## src/rtl/mem_arbiter.sv

```systemverilog
// Two-master round-robin arbiter in front of a single picorv32-style memory bus.
// Optional watchdog completion is enabled by defining MEM_ARBITER_TIMEOUT_EN.
module mem_arbiter #(
  parameter int unsigned TIMEOUT_CYCLES = 255,
  parameter logic [31:0] ERR_RDATA      = 32'hDEADBEEF
) (
  input  logic        clk,
  input  logic        reset,
  input  logic        m0_mem_valid,
  input  logic        m0_mem_instr,
  input  logic [31:0] m0_mem_addr,
  input  logic [31:0] m0_mem_wdata,
  input  logic [3:0]  m0_mem_wstrb,
  output logic        m0_mem_ready,
  output logic [31:0] m0_mem_rdata,
  input  logic        m1_mem_valid,
  input  logic        m1_mem_instr,
  input  logic [31:0] m1_mem_addr,
  input  logic [31:0] m1_mem_wdata,
  input  logic [3:0]  m1_mem_wstrb,
  output logic        m1_mem_ready,
  output logic [31:0] m1_mem_rdata,
  output logic        mem_valid,
  output logic        mem_instr,
  output logic [31:0] mem_addr,
  output logic [31:0] mem_wdata,
  output logic [3:0]  mem_wstrb,
  input  logic        mem_ready,
  input  logic [31:0] mem_rdata,
  output logic [1:0]  grant,
  output logic        bus_error
);

  localparam int unsigned CNT_W = 16;

  typedef enum logic [1:0] {IDLE, GNT0, GNT1} state_t;

  state_t     state, state_nxt;
  logic       last_grant, last_grant_nxt;
  logic [1:0] grant_nxt;
  logic       sel_valid;
  logic       timeout;
  logic       done;

  assign sel_valid = (state == GNT0) ? m0_mem_valid :
                     (state == GNT1) ? m1_mem_valid : 1'b0;

`ifdef MEM_ARBITER_TIMEOUT_EN
  logic [CNT_W-1:0] wait_cnt;

  // Counter sits at zero in IDLE, so every grant starts counting from zero.
  always_ff @(posedge clk) begin
    if (reset) begin
      wait_cnt <= '0;
    end else if (state == IDLE) begin
      wait_cnt <= '0;
    end else if (!mem_ready) begin
      wait_cnt <= wait_cnt + CNT_W'(1);
    end
  end

  assign timeout = (state != IDLE) && !mem_ready &&
                   (wait_cnt == CNT_W'(TIMEOUT_CYCLES - 1));
`else
  logic [CNT_W+31:0] unused_params;
  assign unused_params = {CNT_W'(TIMEOUT_CYCLES), ERR_RDATA};
  assign timeout = 1'b0;
`endif

  assign done = mem_ready | timeout;

  always_ff @(posedge clk) begin
    if (reset) begin
      state      <= IDLE;
      last_grant <= 1'b1;
      grant      <= 2'b00;
    end else begin
      state      <= state_nxt;
      last_grant <= last_grant_nxt;
      grant      <= grant_nxt;
    end
  end

  // Next state: a dropped request aborts without touching fairness history.
  always_comb begin
    state_nxt      = state;
    last_grant_nxt = last_grant;
    unique case (state)
      IDLE: begin
        if (m0_mem_valid && m1_mem_valid) begin
          state_nxt = last_grant ? GNT0 : GNT1;
        end else if (m0_mem_valid) begin
          state_nxt = GNT0;
        end else if (m1_mem_valid) begin
          state_nxt = GNT1;
        end
      end
      GNT0: begin
        if (!m0_mem_valid) begin
          state_nxt = IDLE;
        end else if (done) begin
          state_nxt      = IDLE;
          last_grant_nxt = 1'b0;
        end
      end
      GNT1: begin
        if (!m1_mem_valid) begin
          state_nxt = IDLE;
        end else if (done) begin
          state_nxt      = IDLE;
          last_grant_nxt = 1'b1;
        end
      end
      default: state_nxt = IDLE;
    endcase
    grant_nxt = {state_nxt == GNT1, state_nxt == GNT0};
  end

  // Bus and response muxes follow the registered state.
  always_comb begin
    mem_valid    = 1'b0;
    mem_instr    = 1'b0;
    mem_addr     = '0;
    mem_wdata    = '0;
    mem_wstrb    = '0;
    m0_mem_ready = 1'b0;
    m0_mem_rdata = '0;
    m1_mem_ready = 1'b0;
    m1_mem_rdata = '0;
    bus_error    = sel_valid & timeout & !mem_ready;
    unique case (state)
      GNT0: begin
        mem_valid    = m0_mem_valid;
        mem_instr    = m0_mem_instr;
        mem_addr     = m0_mem_addr;
        mem_wdata    = m0_mem_wdata;
        mem_wstrb    = m0_mem_wstrb;
        m0_mem_ready = m0_mem_valid & done;
        m0_mem_rdata = timeout ? ERR_RDATA : mem_rdata;
      end
      GNT1: begin
        mem_valid    = m1_mem_valid;
        mem_instr    = m1_mem_instr;
        mem_addr     = m1_mem_addr;
        mem_wdata    = m1_mem_wdata;
        mem_wstrb    = m1_mem_wstrb;
        m1_mem_ready = m1_mem_valid & done;
        m1_mem_rdata = timeout ? ERR_RDATA : mem_rdata;
      end
      default: ;
    endcase
  end

endmodule

```

## config.mk

```make
export PLATFORM = sky130hd
export DESIGN_NAME = mem_arbiter
export DESIGN_NICKNAME = d
export VERILOG_FILES = /design/src/rtl/mem_arbiter.sv
export SDC_FILE = /design/constraint.sdc
export NUM_CORES = 1
export LEC_CHECK = 0
export CORE_AREA = 8 8 115 117
export DETAILED_ROUTE_END_ITERATION = 10
export DIE_AREA = 0 0 123 125
export DONT_BUFFER_PORTS = 1
export PLACE_DENSITY = 0.34
export SYNTH_ARGS = -nofsm -noshare
export SYNTH_HDL_FRONTEND = slang
export SYNTH_SLANG_ARGS = --single-unit
```

## constraint.sdc

```tcl
create_clock -name clk -period 2.05 [get_ports clk]
set_input_delay 0.41 -clock clk [delete_from_list [all_inputs] [get_ports clk]]
set_output_delay 0.41 -clock clk [all_outputs]
set_load 0.005 [all_outputs]
```

==> impl_metrics.tcl <==
set metrics [dict create \
    worstSetupStartpointType "register" \
    syn_to_final_growth_pct 14.2 \
    min_path_cells 1 \
    ys_seq_elements 5 \
    hpwl_mm 7.87 \
    antenna_cells 0 \
    clk_latency_ns 0.23 \
    internal-power_w 0.000647 \
    wl_per_cell_um 22.9 \
    grt_pass1_wl_mm 12.3 \
    io_buffers 0 \
    cts_root_buf "clkbuf_16" \
    fin_hold_ws_ns 0.251 \
    cp_cell_sequence "inv_1 -> ha_4 -> buf_6 -> a22oi_1 -> nor2b_1" \
    antenna_found_initial 0 \
    pwr_density_cell_mw_per_mm2 513 \
    start_util_pct 15.5 \
    row_count 40 \
    yosys_warnings 0 \
    report.final.slew_viol_count 0 \
    grt_overflow 0 \
    hold_violations 0 \
    max_cap_viol_count 0 \
    worst-r2r-cell-count 6 \
    clock_skew_ns 0.00290 \
    syn_nets 447 \
    yosys.cell_types.count 24 \
    utilization_pct 17.6 \
    rsz0062_at_grt "false" \
    placed_cell_area_mm2 0.00196 \
    place_inst 389 \
    ios 314 \
    layout_common_cells "a22oi_1 (70), nor2b_1 (68), and2_1 (65), inv_1 (4), buf_12 (4)" \
    syn_inst 268 \
    vias_per_cell 4.96 \
    clk_pin_slew_ns 0.03 \
    switchingPower_w 0.000404 \
    routed_wl_mm 9.00 \
    final_cell_area_mm2 0.00205 \
    netSwitchingFraction_pct 38.5 \
    ys_seq_area_share_pct 5.58 \
    ant_nets 0 \
    numCtsBuffers 3 \
    p_seq_share_pct 11.6 \
    fp.dieArea_mm2 0.0154 \
    period_minus_slack_ns 1.92 \
    layout.cells.non_filler 393 \
    min_path_type "in -> reg" \
    worstPathMaxFanout 44 \
    die_w_um 123 \
    peakVddDrop_v 0.000572 \
    slowest_stage "dfxtp_2" \
    setup_tns_ns 0 \
    core_region_area_mm2 0.0116 \
    period_share_pct 93.5 \
    grt_pass1_vias 1934 \
    outcome "finished clean" \
    crit_buf_inv 2 \
    cp-end-kind "primary output" \
    crit_type "reg -> out" \
    grt_max_degree 60 \
    critPathTopFamily "buffers and inverters" \
    clock.fmax_ghz 0.522 \
    path_depth 5 \
    setup_violations 0 \
    clockBufferDepth 2 \
    syn_area_mm2 0.00179 \
    drive_gt1_share_pct 7.32 \
    h-tree-depth 1 \
    clock_sinks 5 \
    dieHeight_um 125 \
    leakage_nw 0.603 \
    cts_tree "built" \
    nets 426 \
    combPwrFrac_pct 58.0 \
    final_common_cell "a22oi_1" \
    place.gp.congestion 0.812 \
    pwr-share-clk_pct 30.4 \
    grt_util_all_layers_pct 9.91 \
    vias 1949 \
    max_stage_delay_ns 0.34 \
    drt_iter0_markers 89 \
    drcViolationCount 0 \
    cp.arrival_ns 1.51 \
    drtPass1Iterations 4 \
    avgSynthCellArea_um2 6.69 \
    required_ns 1.64 \
]
==> layer usage <==
metal | wire length (µm) | up-vias | track usage, %
met2 | 4370 | 144 | 16.9
met4 | 74 | 0 | 1.63
met5 | 0 | - | 0
met3 | 1080 | 8 | 3.24
met1 | 3480 | 914 | 11.9
li1 | - | 883 | -
==> Yosys cell counts (all sizes together) <==
library cell | n | area, µm²
nand3 | 1 | 5.00
nor2b | 69 | 432
and2b | 1 | 7.51
o21ai | 1 | 5.00
ha | 4 | 50.1
nor4 | 1 | 12.5
nor2 | 3 | 13.8
inv | 4 | 15.0
and3 | 2 | 12.5
buf | 13 | 72.6
a22o | 2 | 17.5
nor3 | 1 | 5.00
clkbuf | 19 | 71.3
a31oi | 1 | 6.26
nand2 | 2 | 7.51
dfxtp | 5 | 100
o21bai | 1 | 7.51
conb | 1 | 3.75
a21oi | 1 | 5.00
and2 | 65 | 407
a22oi | 71 | 538
==> power by group through the flow <==
stage / clock network, W / logic (W) / registers (W)
floorplan: 0 / 0.000488 / 0.000118
global placement: 0 / 0.000603 / 0.000123
detailed placement: 0 / 0.000608 / 0.000123
CTS: 0.000323 / 0.000614 / 0.000123
global route: 0.000331 / 0.000671 / 0.000125
finish: 0.000319 / 0.000610 / 0.000122
==> kinds of logic (layout without fill, tap and decap cells) <==
kind of cell,Yosys count,in the layout,synth area share [%]
other cells,1,1,0.209
simple gates,145,145,50.3
flops,5,5,5.58
fa+ha+maj,4,4,2.79
buf+inv,36,14,8.86
compound gates,77,77,32.3
==> flip-flops by register name, indices dropped and copies added (netlist names) <==
signal	cells
state	2
grant	2
last_grant	1
==> final cells by class <==
type / count / area (µm²)
Multi-Input combinational cell: 227 / 1570
Tap cell: 147 / 184
Inverter: 4 / 15.0
Fill cell: 1332 / 9560
Timing Repair Buffer: 6 / 103
Sequential cell: 5 / 103
Clock buffer: 4 / 78.8
==> metrics by stage <==
| step | total power [W] | setup slack [ns] |
|---|---|---|
| floorplan | 0.000606 | 0.342 |
| global placement | 0.000727 | 0.184 |
| detailed placement | 0.000731 | 0.202 |
| CTS | 0.00106 | 0.0854 |
| global route | 0.00113 | 0.0146 |
| finish | 0.00105 | 0.134 |
==> final timing paths <==
kind,startpoint,endpoint,slack (ns)
max,state[1],mem_wdata[1],0.13
min,reset,state[0],0.25
max reg2reg,state[0],grant[1],0.58
min reg2reg,last_grant,last_grant,0.53
==> timing repair <==
item,in CTS,in global routing
buffers inserted,0,0
gates resized for setup,4,1
setup endpoints to repair,23,4
gates cloned,0,0
hold buffers,0,0
Power figures use the tool's default switching activity.
